### src/rtl/jellyvl_etherneco_pkg.sv
// jellyvl_etherneco_pkg: shared EtherNeco packet constants, sync payload layout and FSM states
package jellyvl_etherneco_pkg;

    localparam logic [7:0] PKT_TYPE_SYNC     = 8'h10;
    localparam logic [7:0] PKT_TYPE_RESPONSE = 8'h80;

    localparam int SYNC_PAYLOAD_LENGTH = 13;
    localparam int SYNC_OFS_FLAGS      = 0;
    localparam int SYNC_OFS_TIME       = 1;
    localparam int SYNC_OFS_DELAY      = 9;
    localparam int SYNC_OFS_END        = 13;

    typedef enum logic [1:0] {
        IDLE,
        CAPTURE,
        RESULT
    } sync_rx_state_t;

    function automatic logic [15:0] sat_inc16(input logic [15:0] v);
        return (v == 16'hFFFF) ? v : v + 16'd1;
    endfunction

endpackage

### src/rtl/jellyvl_etherneco_payload_capture.sv
// jellyvl_etherneco_payload_capture: sync payload byte counter and little-endian field assembler (delay field kept only with JELLYVL_ETHERNECO_SYNCTIMER_DELAY_EN)
module jellyvl_etherneco_payload_capture
    import jellyvl_etherneco_pkg::*;
#(
    parameter int PAYLOAD_LENGTH = SYNC_PAYLOAD_LENGTH
) (
    input  logic        reset,
    input  logic        clk,
    input  logic        clear,
    input  logic        enable,
    input  logic        s_first,
    input  logic [7:0]  s_data,
    input  logic        s_valid,
    output logic [3:0]  count_next,
    output logic        bad_next,
    output logic [7:0]  flags,
    output logic [63:0] time_field,
    output logic [31:0] delay_field
);

    logic [3:0] count;
    logic       bad;
    logic       byte_en;
    logic [2:0] time_sel;

    assign byte_en  = enable && s_valid && !clear;
    assign time_sel = 3'(count - 4'(SYNC_OFS_TIME));

    // next count/bad are exported so a byte arriving with rx_end is seen by the accept check
    always_comb begin
        count_next = clear ? 4'd0 : (byte_en && count != 4'hF) ? count + 4'd1 : count;
        bad_next   = clear ? 1'b0 : bad || (byte_en && ((s_first && count != 4'd0) || 32'(count) >= PAYLOAD_LENGTH));
    end

    // byte counter and error flag
    always_ff @(posedge clk) begin
        if (reset) begin
            count <= 4'd0;
            bad   <= 1'b0;
        end else begin
            count <= count_next;
            bad   <= bad_next;
        end
    end

    // flags byte and little-endian master time assembly
    always_ff @(posedge clk) begin
        if (reset) begin
            flags      <= 8'd0;
            time_field <= 64'd0;
        end else if (byte_en) begin
            if (count == 4'(SYNC_OFS_FLAGS)) flags <= s_data;
            if (count >= 4'(SYNC_OFS_TIME) && count < 4'(SYNC_OFS_DELAY)) time_field[{time_sel, 3'b000} +: 8] <= s_data;
        end
    end

`ifdef JELLYVL_ETHERNECO_SYNCTIMER_DELAY_EN
    logic [1:0] delay_sel;
    assign delay_sel = 2'(count - 4'(SYNC_OFS_DELAY));

    // little-endian delay field assembly
    always_ff @(posedge clk) begin
        if (reset) begin
            delay_field <= 32'd0;
        end else if (byte_en && count >= 4'(SYNC_OFS_DELAY) && count < 4'(SYNC_OFS_END)) begin
            delay_field[{delay_sel, 3'b000} +: 8] <= s_data;
        end
    end
`else
    assign delay_field = 32'd0;
`endif

endmodule

### src/rtl/jellyvl_etherneco_synctimer_slave_rx.sv
// jellyvl_etherneco_synctimer_slave_rx: time-sync packet receiver producing master/local time and error (delay field added with JELLYVL_ETHERNECO_SYNCTIMER_DELAY_EN)
module jellyvl_etherneco_synctimer_slave_rx
    import jellyvl_etherneco_pkg::*;
#(
    parameter int                     TIMER_WIDTH    = 64,
    parameter logic [7:0]             SYNC_TYPE      = PKT_TYPE_SYNC,
    parameter int                     PAYLOAD_LENGTH = SYNC_PAYLOAD_LENGTH,
    parameter logic [TIMER_WIDTH-1:0] RX_LATENCY     = '0
) (
    input  logic                   reset,
    input  logic                   clk,
    input  logic [TIMER_WIDTH-1:0] current_time,
    input  logic                   rx_start,
    input  logic                   rx_end,
    input  logic                   rx_error,
    input  logic [15:0]            rx_length,
    input  logic [7:0]             rx_type,
    input  logic [7:0]             rx_node,
    input  logic                   s_first,
    input  logic                   s_last,
    input  logic [7:0]             s_data,
    input  logic                   s_valid,
    output logic                   sync_valid,
    output logic                   sync_override,
    output logic [7:0]             sync_node,
    output logic [TIMER_WIDTH-1:0] sync_master_time,
    output logic [TIMER_WIDTH-1:0] sync_local_time,
    output logic [TIMER_WIDTH-1:0] sync_time_error,
    output logic [15:0]            drop_count
);

    sync_rx_state_t         state;
    logic [TIMER_WIDTH-1:0] local_time;
    logic [7:0]             node;
    logic [15:0]            length;
    logic [3:0]             count_next;
    logic                   bad_next;
    logic [7:0]             flags;
    logic [63:0]            time_field;
    logic [TIMER_WIDTH-1:0] master_calc;
    logic                   start_hit;
    logic                   restart;
    logic                   accept;

    assign start_hit = rx_start && rx_type == SYNC_TYPE;
    assign restart   = start_hit && (state != CAPTURE || !(rx_end || rx_error));
    assign accept    = !bad_next && length == 16'(PAYLOAD_LENGTH - 1) && count_next == 4'(PAYLOAD_LENGTH);

`ifdef JELLYVL_ETHERNECO_SYNCTIMER_DELAY_EN
    logic [31:0] delay_field;
    assign master_calc = time_field[TIMER_WIDTH-1:0] + RX_LATENCY + TIMER_WIDTH'(delay_field);
`else
    assign master_calc = time_field[TIMER_WIDTH-1:0] + RX_LATENCY;
`endif

    jellyvl_etherneco_payload_capture #(
        .PAYLOAD_LENGTH(PAYLOAD_LENGTH)
    ) u_capture (
        .reset      (reset),
        .clk        (clk),
        .clear      (restart),
        .enable     (state == CAPTURE),
        .s_first    (s_first),
        .s_data     (s_data),
        .s_valid    (s_valid),
        .count_next (count_next),
        .bad_next   (bad_next),
        .flags      (flags),
        .time_field (time_field),
`ifdef JELLYVL_ETHERNECO_SYNCTIMER_DELAY_EN
        .delay_field(delay_field)
`else
        .delay_field()
`endif
    );

    // packet FSM with header latching, drop counting and registered sync result
    always_ff @(posedge clk) begin
        if (reset) begin
            state            <= IDLE;
            local_time       <= '0;
            node             <= 8'd0;
            length           <= 16'd0;
            drop_count       <= 16'd0;
            sync_valid       <= 1'b0;
            sync_override    <= 1'b0;
            sync_node        <= 8'd0;
            sync_master_time <= '0;
            sync_local_time  <= '0;
            sync_time_error  <= '0;
        end else begin
            sync_valid <= 1'b0;
            if (restart) begin
                local_time <= current_time;
                node       <= rx_node;
                length     <= rx_length;
            end
            case (state)
                IDLE: state <= start_hit ? CAPTURE : IDLE;
                CAPTURE: begin
                    if (rx_error) begin
                        drop_count <= sat_inc16(drop_count);
                        state      <= IDLE;
                    end else if (rx_end) begin
                        if (!accept) drop_count <= sat_inc16(drop_count);
                        state <= accept ? RESULT : IDLE;
                    end else if (rx_start) begin
                        drop_count <= sat_inc16(drop_count);
                        state      <= start_hit ? CAPTURE : IDLE;
                    end
                end
                RESULT: begin
                    sync_valid       <= 1'b1;
                    sync_override    <= flags[0];
                    sync_node        <= node;
                    sync_master_time <= master_calc;
                    sync_local_time  <= local_time;
                    sync_time_error  <= master_calc - local_time;
                    state            <= start_hit ? CAPTURE : IDLE;
                end
                default: state <= IDLE;
            endcase
        end
    end

endmodule

### config.mk
export PLATFORM = sky130hd
export DESIGN_NAME = jellyvl_etherneco_synctimer_slave_rx
export DESIGN_NICKNAME = d
export VERILOG_FILES = /design/src/rtl/jellyvl_etherneco_pkg.sv /design/src/rtl/jellyvl_etherneco_payload_capture.sv /design/src/rtl/jellyvl_etherneco_synctimer_slave_rx.sv
export SDC_FILE = /design/constraint.sdc
export NUM_CORES = 1
export LEC_CHECK = 0
export CAP_MARGIN = 15
export CORE_AREA = 2 2 223 225
export DETAILED_ROUTE_END_ITERATION = 10
export DIE_AREA = 0 0 225 227
export SYNTH_ARGS = -nofsm -noshare
export SYNTH_HDL_FRONTEND = slang
export SYNTH_HIERARCHICAL = 1
export SYNTH_SLANG_ARGS = --single-unit
### constraint.sdc
create_clock -name clk -period 6.8 [get_ports clk]
set_input_delay 0.68 -clock clk [delete_from_list [all_inputs] [get_ports clk]]
set_output_delay 0.68 -clock clk [all_outputs]
set_load 0.05 [all_outputs]
==> out/results.tsv <==
stage	metric	value	unit
timing	Max Slew Vio Count	0	
clocking	TritonCTS clock tree	yes	
placed_design	Final HPWL DP	42.0	mm
timing	worst hold slack	0.449	ns
detailed_routing	Vias/cell	5.20	
detailed_routing	WL met2	25.9	mm
synth	syn_nets	2450	
pwr	maximum VDD drop	0.203	mV
global_route	initial antenna violation count	0	
detailed_routing	Iter 0 DRT Violations	1243	
floorplan	Core ar.	0.0485	mm2
hold_path	hold path depth	2	
worst_setup_path	worst path arrival time	5.37	ns
timing	clk_skew	0.0156	ns
pwr	Design Power	4.70	mW
cells_and_area	share of cells above drive strength 1	0.0457	
timing	minimum clock period	4.88	ns
floorplan	Starting Density	0.369	
timing	final hold violation count	0	
worst_setup_path	Worst R2R End	drop_count[8]	
clocking	H-tree Lvls	2	
clocking	Clock Sinks	378	
clocking	post-CTS setup buffers	0	
detailed_routing	Avg WL per Cell	18.1	um
timing	TNS Setup	0	ns
worst_setup_path	Crit. End Element	register	
global_route	first-pass GRT wire length	88.0	mm
clocking	TritonCTS buffer count	42	
global_route	all-layer global routing usage	0.218	
synth	post-synthesis average cell area	7.90	um2
worst_setup_path	worst endpoint required time	7.29	ns
clocking	# resized after CTS	0	
floorplan	Die ar.	0.0511	mm2
cells_and_area	nets	2694	
global_route	vias in the first global route	15723	
pwr	Leak	8.72	nW
pwr	PwrDens	205	mW/mm2
floorplan	I/O pins	330	
clocking	Root Buffer	clkbuf_16	
clocking	Worst-Skew Late Latency	0.57	ns
floorplan	die height	227	um
timing	Slew HR	0.326	
floorplan	# rows	81	
placed_design	Port Buffers	328	
detailed_routing	DRC	0	
worst_setup_path	CP startpoint kind	register	
timing	fmax	0.205	GHz
worst_setup_path	R2R Path Start	state[0]	
detailed_routing	WL met3	3.85	mm
detailed_routing	DR vias	16460	
clocking	hold_buf cts	0	
detailed_routing	drt pass-1 iters	5	
detailed_routing	Post-DRT Antenna Nets	0	
hold_path	worst hold start	sync_time_error[8]	
clocking	clk slew on worst S/H paths	0.06	ns
cells_and_area	final instance area	0.0229	mm2
floorplan	die width	225	um
synth	yosys warns	6	
placed_design	placed insts	3086	
worst_setup_path	Worst R2R Path Depth	15	
placed_design	DP Area	0.0215	mm2
timing	Worst-Margin Slew	1.01	ns
worst_setup_path	Worst R2R Setup Slack	1.92	ns
hold_path	WHS Endpoint	sync_time_error[8]	
detailed_routing	final WL	57.2	mm
hold_path	Hold Crit Class	reg2reg	
placed_design	Final GP Congestion	0.911	
flow_run	maxcap violations	0	
cells_and_area	ANT cells	0	
timing	period utilization	0.718	
global_route	largest net degree at the start of global routing	197	
cells_and_area	fin cells	3163	
worst_setup_path	Max FO, Critical Path	89	
cells_and_area	synth-to-layout area growth	28.0	%
detailed_routing	uppermost layer routed	met4	
worst_setup_path	critical path type	reg2reg	
run_status	status	complete, no violations	
synth	Mapped Area	0.0179	mm2
clocking	clk buf depth	3	
global_route	GRT Residual Overflow	0	
timing	final setup fails	0	
detailed_routing	DRT met1 WL	25.8	mm
timing	RSZ-0062 raised after global routing	no	
synth	post-synthesis cell count	2265	
## worst max-delay path by stage
stage,from,endpoint,slack (ns)
after floorplan,rx_type[2],drop_count[7],2.63
after global routing,state[0],drop_count[7],1.45
after detailed placement,rx_type[4],drop_count[8],1.42
after CTS,state[0],drop_count[8],1.88
after global placement,rx_type[2],drop_count[15],1.47
final,state[0],drop_count[8],1.92
## stage by stage
step	setup slack (ns)	utilization
2_1_floorplan	2.63	-
3_3_place_gp	1.47	0.443
3_5_place_dp	1.42	0.443
4_1_cts	1.88	0.472
5_1_grt	1.45	0.472
6_report	1.92	0.472
## registers in the layout, summed over array words and instances (netlist names)
signal / cells
u_capture/bad: 1
drop_count: 16
sync_local_time: 64
sync_node: 8
node: 8
length: 16
local_time: 64
u_capture/time_field: 64
u_capture/flags: 1
u_capture/count: 4
sync_time_error: 64
sync_override: 1
state: 2
sync_master_time: 64
sync_valid: 1
## critical path, cell delays in order, from the launching register on
cell      delay (ns)
dfxtp_1         0.43
nor2b_1         0.39
a21o_4          0.83
clkinv_2        0.11
buf_4           0.28
nand3b_1        0.39
a311o_1         0.42
xor2_1          0.19
nor2_1          0.05
and4b_1         0.23
nand4_1         0.12
nor2_1          0.08
a311oi_4        0.52
nand2_1         0.21
or3_1           0.35
a21oi_1         0.15
## layout make-up
| cell class | instances | area (um2) |
|---|---|---|
| Fill cell | 4794 | 25600 |
| Multi-Input combinational cell | 1657 | 9420 |
| Sequential cell | 378 | 7570 |
| Timing Repair Buffer | 338 | 3370 |
| Clock buffer | 63 | 1280 |
| Tap cell | 622 | 778 |
| Inverter | 92 | 347 |
| Clock inverter | 13 | 131 |
## cell usage in the layout, fill, tap and decap left out, types with 31 or more instances in the layout
cell and count:
xnor2_1 34, ha_1 72, clkbuf_16 43, o21ai_0 54
nor2_1 85, nand2_1 609, nand2b_1 54, mux2i_1 60
xor2_1 31, clkdlybuf4s50_1 327, dfxtp_1 378, a21oi_1 349
inv_1 90
## metal layers
metal,up-vias,global-route usage
li1,8161,-
met1,7735,0.290
met2,475,0.350
met3,89,0.0546
met4,0,0.0669
met5,-,0
## power breakdown
group	switching (mW)	internal, mW
clock	0.945	1.38
combinational	0.0799	0.0800
sequential	0.000499	2.21
No activity file was read; power rests on OpenSTA's default activity.
